--- src/rtl/seq_mag_comp.sv ---
// Multi-cycle magnitude comparator: compares two WIDTH-bit operands CHUNK bits
// per cycle, MSB chunk first, stopping at the first differing chunk.
module seq_mag_comp #(
    parameter int WIDTH     = 16,
    parameter int CHUNK     = 4,
    parameter int SIGNED_EN = 1,
    localparam int NCH      = WIDTH / CHUNK,
    localparam int UW       = $clog2(NCH + 1)
) (
    input  logic             clk,
    input  logic             rst,
    input  logic             in_valid,
    output logic             in_ready,
    input  logic [WIDTH-1:0] a,
    input  logic [WIDTH-1:0] b,
    input  logic             signed_mode,
    output logic             out_valid,
    input  logic             out_ready,
    output logic             lt,
    output logic             eq,
    output logic             gt,
    output logic [UW-1:0]    used_chunks
);

    localparam int IW = (NCH > 1) ? $clog2(NCH) : 1;

    typedef enum logic [1:0] {
        IDLE,
        CMP,
        DONE
    } state_t;

    state_t            state, state_nxt;
    logic [WIDTH-1:0]  a_q, a_nxt;
    logic [WIDTH-1:0]  b_q, b_nxt;
    logic              sgn_q, sgn_nxt;
    logic [IW-1:0]     idx, idx_nxt;
    logic              lt_nxt, eq_nxt, gt_nxt;
    logic [UW-1:0]     used_nxt;
    logic [CHUNK-1:0]  ca, cb;

    assign in_ready  = (state == IDLE);
    assign out_valid = (state == DONE);

    // Select the current chunk; in signed mode the top chunk has its sign bit
    // flipped so that an unsigned compare gives two's-complement order.
    always_comb begin
        ca = '0;
        cb = '0;
        for (int i = 0; i < NCH; i++) begin
            if (idx == IW'(i)) begin
                ca = a_q[i*CHUNK +: CHUNK];
                cb = b_q[i*CHUNK +: CHUNK];
            end
        end
        if (sgn_q && (idx == IW'(NCH - 1))) begin
            ca[CHUNK-1] = ~ca[CHUNK-1];
            cb[CHUNK-1] = ~cb[CHUNK-1];
        end
    end

    always_comb begin
        // NOTE: every output of this block gets a default first, so no path
        // through the case statement can infer a latch.
        state_nxt = state;
        a_nxt     = a_q;
        b_nxt     = b_q;
        sgn_nxt   = sgn_q;
        idx_nxt   = idx;
        lt_nxt    = lt;
        eq_nxt    = eq;
        gt_nxt    = gt;
        used_nxt  = used_chunks;

        case (state)
            IDLE: begin
                if (in_valid) begin
                    a_nxt     = a;
                    b_nxt     = b;
                    sgn_nxt   = signed_mode && (SIGNED_EN != 0);
                    idx_nxt   = IW'(NCH - 1);
                    state_nxt = CMP;
                end
            end
            CMP: begin
                if (ca != cb) begin
                    gt_nxt    = (ca > cb);
                    lt_nxt    = (ca < cb);
                    used_nxt  = UW'(NCH - int'(idx));
                    state_nxt = DONE;
                end else if (idx == '0) begin
                    eq_nxt    = 1'b1;
                    used_nxt  = UW'(NCH);
                    state_nxt = DONE;
                end else begin
                    idx_nxt = idx - IW'(1);
                end
            end
            DONE: begin
                if (out_ready) begin
                    lt_nxt    = 1'b0;
                    eq_nxt    = 1'b0;
                    gt_nxt    = 1'b0;
                    state_nxt = IDLE;
                end
            end
            default: state_nxt = IDLE;
        endcase
    end

    // NOTE: state is updated with non-blocking assignments so every register
    // samples the values of the previous cycle regardless of statement order.
    always_ff @(posedge clk or posedge rst) begin
        if (rst) begin
            state       <= IDLE;
            a_q         <= '0;
            b_q         <= '0;
            sgn_q       <= 1'b0;
            idx         <= IW'(NCH - 1);
            lt          <= 1'b0;
            eq          <= 1'b0;
            gt          <= 1'b0;
            used_chunks <= '0;
        end else begin
            state       <= state_nxt;
            a_q         <= a_nxt;
            b_q         <= b_nxt;
            sgn_q       <= sgn_nxt;
            idx         <= idx_nxt;
            lt          <= lt_nxt;
            eq          <= eq_nxt;
            gt          <= gt_nxt;
            used_chunks <= used_nxt;
        end
    end

endmodule

--- config.mk ---
export PLATFORM = sky130hd
export DESIGN_NAME = seq_mag_comp
export DESIGN_NICKNAME = d
export VERILOG_FILES = /design/src/rtl/seq_mag_comp.sv
export SDC_FILE = /design/constraint.sdc
export NUM_CORES = 1
export LEC_CHECK = 0
export CORE_ASPECT_RATIO = 1.75
export CORE_MARGIN = 2
export CORE_UTILIZATION = 48
export CTS_BUF_LIST = sky130_fd_sc_hd__clkbuf_4
export CTS_CLUSTER_DIAMETER = 120
export DETAILED_ROUTE_END_ITERATION = 7
export PLACE_DENSITY = 0.76
export SLEW_MARGIN = 20
export SYNTH_ARGS = -nofsm -noshare
export SYNTH_HDL_FRONTEND = slang
export SYNTH_SLANG_ARGS = --single-unit
--- constraint.sdc ---
create_clock -name clk -period 2.5 [get_ports clk]
set_clock_uncertainty 0.1 [all_clocks]
set_input_delay 0.5 -clock clk [delete_from_list [all_inputs] [get_ports clk]]
set_output_delay 0.5 -clock clk [all_outputs]
set_load 0.03 [all_outputs]
==> flow_summary.rst, run 1 <==
.. list-table::
   :header-rows: 1

   * - Metric
     - Value
   * - Result of the run
     - finished with violations
   * - Failing checks
     - setup timing
   * - Buf+Inv Stages, Crit Path
     - 2
   * - Number of endpoints failing setup at the final stage
     - 3
   * - Total gr overflow
     - 0
   * - Type of the most critical hold path
     - flop to flop
   * - Post-Syn Instances
     - 198
   * - Highest clock frequency the design can meet
     - 393 MHz
   * - Clock root buffer
     - clkbuf_4
   * - Fin nets
     - 315
   * - Slew of the pin with the lowest slew margin
     - 0.539 ns
   * - Vias
     - 1,774
   * - Antenna violations before repair
     - 1
   * - Distinct cell type count of the synthesized netlist
     - 33
   * - IO Port Bufs
     - 44
   * - RSZ-0062 raised after global routing
     - true
   * - Kind of start point of the critical path
     - flop
   * - Maximum number of pins on one net before global-route repair
     - 44
   * - Synth-to-layout area growth
     - 41.7%
   * - Most used cell, CP
     - a21oi_2
   * - First-pass GRT wire length
     - 7.58 mm
   * - Number of antenna-violating nets in the routed design
     - 0
   * - Height of the die
     - 93.5 um
   * - Max Slew Vio Count
     - 0
   * - Category of the critical setup timing path
     - flop to flop
   * - Post-route DRC violation count
     - 0
   * - Horiz. Die Dim
     - 55.1 um
   * - Initial DRT Pass Iterations
     - 4
   * - Placeable core region
     - 4400 sq um
   * - Insertion delay of the later-clocked pin in the worst-skew pair
     - 0.37 ns
   * - Number of synthesized register bits
     - 43
   * - Sinks on the clock net
     - 43
   * - Power density cells
     - 1400 nW/um^2
   * - Global-route usage over all layers
     - 20.9%
   * - Starting density of the core
     - 49.8%
   * - Sum of routed wire length over all layers
     - 5.19 mm
   * - Core occupancy in the finished layout
     - 70.6%
   * - Number of primary I/O pins
     - 45
   * - Top library cells by usage in the layout, fill and taps aside
     - 43 x clkdlybuf4s50_1, 41 x dfrtp_1, 33 x mux2_2
   * - Worst setup slack after layout
     - -0.0436 ns
   * - Number of fill cells
     - 319
   * - Clock-pin slew of the registers on the worst-case setup and hold paths
     - 0.12 ns
   * - Rel. slew slack
     - 64.1%
   * - Final count of hold timing violations
     - 0
   * - Drt wl/cell
     - 16.3 um
   * - Share of layout cells above drive strength 1
     - 34.1%
   * - Number of maximum-capacitance constraint violations
     - 0
   * - Longest individual stage delay on the worst path
     - 0.56 ns
   * - Share of the yosys chip area belonging to registers
     - 49.1%
   * - Most common cell after layout, fill and taps aside
     - clkdlybuf4s50_1
   * - Slowest cell on the critical path
     - dfstp_2
   * - Highest fanout seen on the critical path
     - 6
   * - Leakage power total
     - 0.00130 uW
   * - Core Rows
     - 32
   * - Post-Place Setup Slack
     - -0.193 ns
   * - Crit end category
     - flop
   * - Number of DRC markers in iteration 0
     - 34
   * - Syn_area_per_cell
     - 11.1 sq um
   * - Routability Congestion
     - 0.772
   * - Post-layout minimum cycle time
     - 2.54 ns
   * - Via count of the first global-routing pass
     - 1,644
   * - Filler-free cell count of the finished design
     - 319
   * - Largest delay contributor family on the critical path
     - flip-flops
   * - Post-Synthesis Net Count
     - 246
   * - Clock buffer count from CTS
     - 5
   * - Hold WS
     - 0.411 ns
   * - Post-synth design cell area
     - 2190 sq um
   * - Die outline area
     - 5150 sq um
   * - Via/cell ratio
     - 5.56
   * - HPWL reported at the end of detailed placement
     - 3.40 mm
   * - Final period utilization
     - 102%
   * - Worst supply voltage drop on vdd
     - 978 uV
   * - Arrival time of the worst setup path
     - 2.71 ns
   * - Number of H-tree levels
     - 2
   * - Max Buffers Root-to-Sink
     - 2
   * - Synth warnings
     - 0
   * - Cell total after placement
     - 299
   * - Critical Path RT
     - 2.67 ns
   * - Clock tree from TritonCTS
     - yes
   * - Ordered list of cells on the worst path
     - inv_2, ha_4, buf_6, nand3b_1, a21oi_2, a21oi_2, o21ai_2, ha_4, nand4_4, nor2_4, a21oi_2, mux2_4
-- kinds of logic (layout without fill, tap and decap cells) --
group	after synthesis	in the layout	share of synthesized area, %
flops	43	43	49.1
mux	34	34	17.4
simple gates	41	42	9.92
compound gates	46	46	12.4
other cells	0	1	0
buf+inv	21	89	3.99
xor+xnor	2	2	0.798
fa+ha+maj	11	11	6.27
-- routing by layer --
layer | GRT usage (%) | wire length, um | up-vias
li1 | - | - | 845
met1 | 23.4 | 1900 | 865
met2 | 35.7 | 2890 | 52
met3 | 3.19 | 221 | 12
met4 | 11.6 | 172 | 0
met5 | 0 | 0 | -
-- sequential cells by signal, summed over array words and instances, names as in the netlist --
register,cells
a_q,16
b_q,16
used_chunks,3
idx,2
state,2
eq,1
gt,1
lt,1
sgn_q,1
-- worst reg2reg max path, delay by kind of cell (launching register included) --
kind | cells | cell delay (ns)
buffers and inverters | 2 | 0.18
AOI/OAI and AO/OA | 4 | 0.52
adders and majority gates | 2 | 0.42
DFF | 1 | 0.56
and+or+nand+nor | 3 | 0.36
muxes | 1 | 0.31
-- path summary, 6_finish.rpt --
kind                        start              to  slack [ns]  cells past startpoint
setup / recovery           idx[1]        state[0]       -0.04                     12
hold / removal                 gt              gt        0.41                      2
setup reg to reg           idx[1]        state[0]       -0.04                     12
hold reg to reg                gt              gt        0.41                      2
max in group asynchronous     rst          a_q[7]        1.46                      3
min in group asynchronous     rst  used_chunks[2]        0.45                      3
-- where the power goes --
| group | internal, uW | switching [uW] | leakage [uW] |
|---|---|---|---|
| sequential | 1050 | 212 | 0.000509 |
| combinational | 1460 | 1320 | 0.000768 |
| clock | 99.9 | 226 | 0.0000285 |
-- per-stage QoR --
step	cell area [sq um]	setup TNS, ns	power [uW]
2_1_floorplan	2230	-0.0303	2660
3_3_place_gp	2790	-0.764	3230
3_5_place_dp	2790	-1.50	3280
4_1_cts	3010	-0.206	4070
5_1_grt	3110	-0.800	4670
6_report	3110	-0.0921	4370
-- area by class of cell --
cell class	instances	area (sq um)	area share [%]
sequential	43	1080	34.7
multi-input combinational	135	1190	38.2
tap	51	63.8	2.05
clock buffer	5	37.5	1.21
antenna	1	2.50	0.0805
inverter	12	45.0	1.45
clock inverter	2	8.76	0.282
timing repair buffer	70	686	22.1
-- synthesized netlist by cell type, drive strengths merged --
library cell | instances | area share (%)
nand2b | 4 | 1.1
nand3b | 5 | 1.7
ha | 11 | 6.3
xor2 | 2 | 0.80
buf | 7 | 1.6
nor3 | 1 | 0.23
nor4 | 1 | 0.29
and3b | 1 | 0.40
o21ai | 14 | 3.2
dfrtp | 41 | 47
o211ai | 1 | 0.34
o22a | 1 | 0.40
nand2 | 20 | 3.5
mux2 | 34 | 17
o32a | 1 | 0.46
inv | 12 | 2.1
nand3 | 1 | 0.23
nand4 | 2 | 1.3
a31oi | 2 | 0.57
nor2 | 6 | 1.1
o221a | 1 | 0.51
dfstp | 2 | 2.4
o2bb2ai | 1 | 0.40
a22o | 1 | 0.40
a32o | 1 | 0.46
clkbuf | 2 | 0.34
a22oi | 4 | 1.4
a21oi | 19 | 4.3
-- timing repair --
item                       4_1_cts  5_1_grt
setup endpoints to repair       10       10
pin swaps                       11        6
setup buffers                    8        3
cloned                           1        0
hold endpoints to repair         0        0
hold buffers                     0        0
resized for setup               25       16
(Power assumes the default switching activity.)
==> inputs of run 2 (changes only) <==
--- a/config.mk
+++ b/config.mk
@@ -7,12 +7,12 @@
 export LEC_CHECK = 0
 export CORE_ASPECT_RATIO = 1.75
 export CORE_MARGIN = 2
-export CORE_UTILIZATION = 48
-export CTS_BUF_LIST = sky130_fd_sc_hd__clkbuf_4
+export CORE_UTILIZATION = 51
+export CTS_BUF_LIST = sky130_fd_sc_hd__clkbuf_4 sky130_fd_sc_hd__clkbuf_8 sky130_fd_sc_hd__clkbuf_16
 export CTS_CLUSTER_DIAMETER = 120
 export DETAILED_ROUTE_END_ITERATION = 7
-export PLACE_DENSITY = 0.76
-export SLEW_MARGIN = 20
+export PLACE_DENSITY = 0.77
+export SLEW_MARGIN = 30
 export SYNTH_ARGS = -nofsm -noshare
 export SYNTH_HDL_FRONTEND = slang
 export SYNTH_SLANG_ARGS = --single-unit
==> constraint.sdc (replaced) <==
create_clock -name clk -period 2.9 [get_ports clk]
set_clock_uncertainty 0.1 [all_clocks]
set_input_delay 0.58 -clock clk [delete_from_list [all_inputs] [get_ports clk]]
set_output_delay 0.58 -clock clk [all_outputs]
set_load 0.03 [all_outputs]
==> run 2 against run 1 <==
The flow now finishes without violations. Clock power grew 69%. Highest routed layer unchanged. Via count down 9.5%. Sequential power down 13%. Critical path type unchanged. Critical path depth down 1. Die area decreased by 5.6%. Power fell by 25%. Register-to-register slack better by 0.27 ns.
==> flow_summary.rst, run 2 (synthesized netlist as in run 1, its figures left out) <==
.. list-table::
   :header-rows: 1

   * - Metric
     - Value
   * - Drt wl/cell
     - 14.9 um
   * - Worst R2R Path Depth
     - 11
   * - Sinks on the clock net
     - 43
   * - RSZ-0062 raised after global routing
     - true
   * - Cell area reported after detailed placement
     - 2700 sq um
   * - Number of H-tree levels
     - 2
   * - Most common cell after layout, fill and taps aside
     - clkdlybuf4s50_1
   * - Top library cells by usage in the layout, fill and taps aside
     - 44 x clkdlybuf4s50_1, 41 x dfrtp_1, 33 x mux2_2
   * - Longest individual stage delay on the worst path
     - 0.58 ns
   * - Starting density of the core
     - 52.9%
   * - Sum of routed wire length over all layers
     - 4.40 mm
   * - Clock-pin slew of the registers on the worst-case setup and hold paths
     - 0.08 ns
   * - Clock tree from TritonCTS
     - yes
   * - Total negative setup slack
     - 0 ns
   * - Buf+Inv Stages, Crit Path
     - 1
   * - Register-to-register setup slack
     - 0.22 ns
   * - Largest regs
     - a_q: 16 flops, b_q: 16 flops, used_chunks: 3 flops
   * - Clock root buffer
     - clkbuf_8
   * - Worst min-delay path startpoint
     - eq
   * - Fin nets
     - 293
   * - Type of the most critical hold path
     - flop to flop
   * - Total gr overflow
     - 0
   * - Highest clock frequency the design can meet
     - 373 MHz
   * - Height of the die
     - 90.8 um
   * - Cells on Worst Hold Path
     - 1
   * - Number of DRC markers in iteration 0
     - 35
   * - Max Buffers Root-to-Sink
     - 2
   * - HPWL reported at the end of detailed placement
     - 3.34 mm
   * - Share of layout cells above drive strength 1
     - 22.0%
   * - Core Rows
     - 31
   * - Via count of the first global-routing pass
     - 1,660
   * - Post-layout minimum cycle time
     - 2.68 ns
   * - Final period utilization
     - 92.3%
   * - Maximum number of pins on one net before global-route repair
     - 44
   * - First element of the critical path
     - idx[0]
   * - Number of antenna-violating nets in the routed design
     - 0
   * - Rel. slew slack
     - 64.9%
   * - Critical Path RT
     - 2.99 ns
   * - Logic depth of the worst path, buffers included
     - 11
   * - Hold WS
     - 0.394 ns
   * - Horiz. Die Dim
     - 53.6 um
   * - Slowest cell on the critical path
     - dfstp_2
   * - CTS hold repair buffers
     - 0
   * - Result of the run
     - complete, no violations
   * - First-pass GRT wire length
     - 7.53 mm
   * - Category of the critical setup timing path
     - flop to flop
   * - Insertion delay of the later-clocked pin in the worst-skew pair
     - 0.30 ns
   * - Worst supply voltage drop on vdd
     - 855 uV
   * - Max Slew Vio Count
     - 0
   * - Terminus of the critical flop-to-flop path
     - lt
   * - Terminating pin of the worst hold path
     - eq
   * - Routability Congestion
     - 0.924
   * - Via/cell ratio
     - 5.44
   * - Crit end category
     - flop
   * - Leakage power total
     - 0.00122 uW
   * - Clock buffer count from CTS
     - 5
   * - Number of fill cells
     - 316
   * - Post-route DRC violation count
     - 0
   * - Highest fanout seen on the critical path
     - 13
   * - Antenna violations before repair
     - 0
   * - Slew of the pin with the lowest slew margin
     - 0.527 ns
   * - Number of primary I/O pins
     - 45
   * - Largest delay contributor family on the critical path
     - compound AO/OA/AOI/OAI gates
   * - Initial DRT Pass Iterations
     - 4
   * - IO Port Bufs
     - 44
   * - Placeable core region
     - 4150 sq um
   * - Final antenna diode count
     - 0
   * - Final count of hold timing violations
     - 0
   * - Synth-to-layout area growth
     - 29.8%
   * - Worst R2R Start
     - idx[0]
   * - Core occupancy in the finished layout
     - 68.6%
   * - Final non-filler cell area
     - 2850 sq um
   * - Power density cells
     - 1150 nW/um^2
   * - Most used cell, CP
     - a21oi_1
   * - Kind of start point of the critical path
     - flop
   * - Global-route usage over all layers
     - 21.1%
   * - Ordered list of cells on the worst path
     - inv_1, ha_2, nand3b_1, a21oi_1, a21oi_1, o21ai_1, ha_1, nand4_4, o211ai_1, nor2_1, a22o_1
   * - Arrival time of the worst setup path
     - 2.77 ns
   * - Vias
     - 1,606
   * - Number of maximum-capacitance constraint violations
     - 0
   * - Die outline area
     - 4860 sq um
   * - Number of endpoints failing setup at the final stage
     - 0
-- run 2: changes by cell type in the layout (fill, tap and decap cells not counted), sizes merged --
cell           previous run  this run
clkinv                    2         0
buf                      26         5
bufinv                    0         2
nand4                     3         2
clkdlybuf4s50            43        44
dlygate4sd2               1         0
clkbuf                    5         6
diode                     1         0
-- run 2: routing by layer --
metal  up-vias  track usage (%)  routed length [um]
met1       775             24.2                1700
met3        10             4.47                 164
met4         0             8.33                 108
li1        786                -                   -
met5         -                0                   0
met2        35             36.3                2430
-- run 2: worst register-to-register path, stage by stage (launching register included) --
cell,delay (ns)
dfstp_2,0.58
inv_1,0.09
ha_2,0.29
nand3b_1,0.12
a21oi_1,0.06
a21oi_1,0.17
o21ai_1,0.08
ha_1,0.33
nand4_4,0.18
o211ai_1,0.30
nor2_1,0.06
a22o_1,0.20
-- run 2: repair_timing --
item | CTS | global route
gates resized for setup | 0 | 3
setup endpoints to repair | 0 | 9
buffers inserted | 0 | 1
hold endpoints to repair | 0 | 0
-- run 2: metrics by stage --
stage | total power (uW) | setup slack [ns] | std cells
finish | 3270 | 0.222 | 295
CTS | 3280 | 0.0412 | 294
floorplan | 2260 | 0.289 | 198
detailed placement | 2720 | 0.0842 | 286
global placement | 2670 | 0.0968 | 286
global route | 3540 | -0.00458 | 295
-- run 2: how the worst max path moves through the flow --
| stage | to | slack, ns |
|---|---|---|
| 6_report | lt | 0.22 |
| 3_5_place_dp | state[0] | 0.08 |
| 3_3_place_gp | idx[1] | 0.1 |
| 5_1_grt | state[0] | -0.005 |
| 4_1_cts | state[0] | 0.04 |
| 2_1_floorplan | state[0] | 0.29 |
-- run 2: cell type report --
cell class              instances  area, sq um  share of cell area, %
clock buffers                   6         76.3                   2.68
multi-input cells             134         1040                   36.4
clock inverters                 2         60.1                   2.11
well taps                      49         61.3                   2.15
inverters                      12         45.0                   1.58
flip-flops and latches         43         1080                   37.9
repair buffers                 49          490                   17.2
-- run 2: report_power, final --
| part | internal [uW] | switching [uW] |
|---|---|---|
| logic | 800 | 832 |
| clock network | 353 | 198 |
| registers | 905 | 182 |
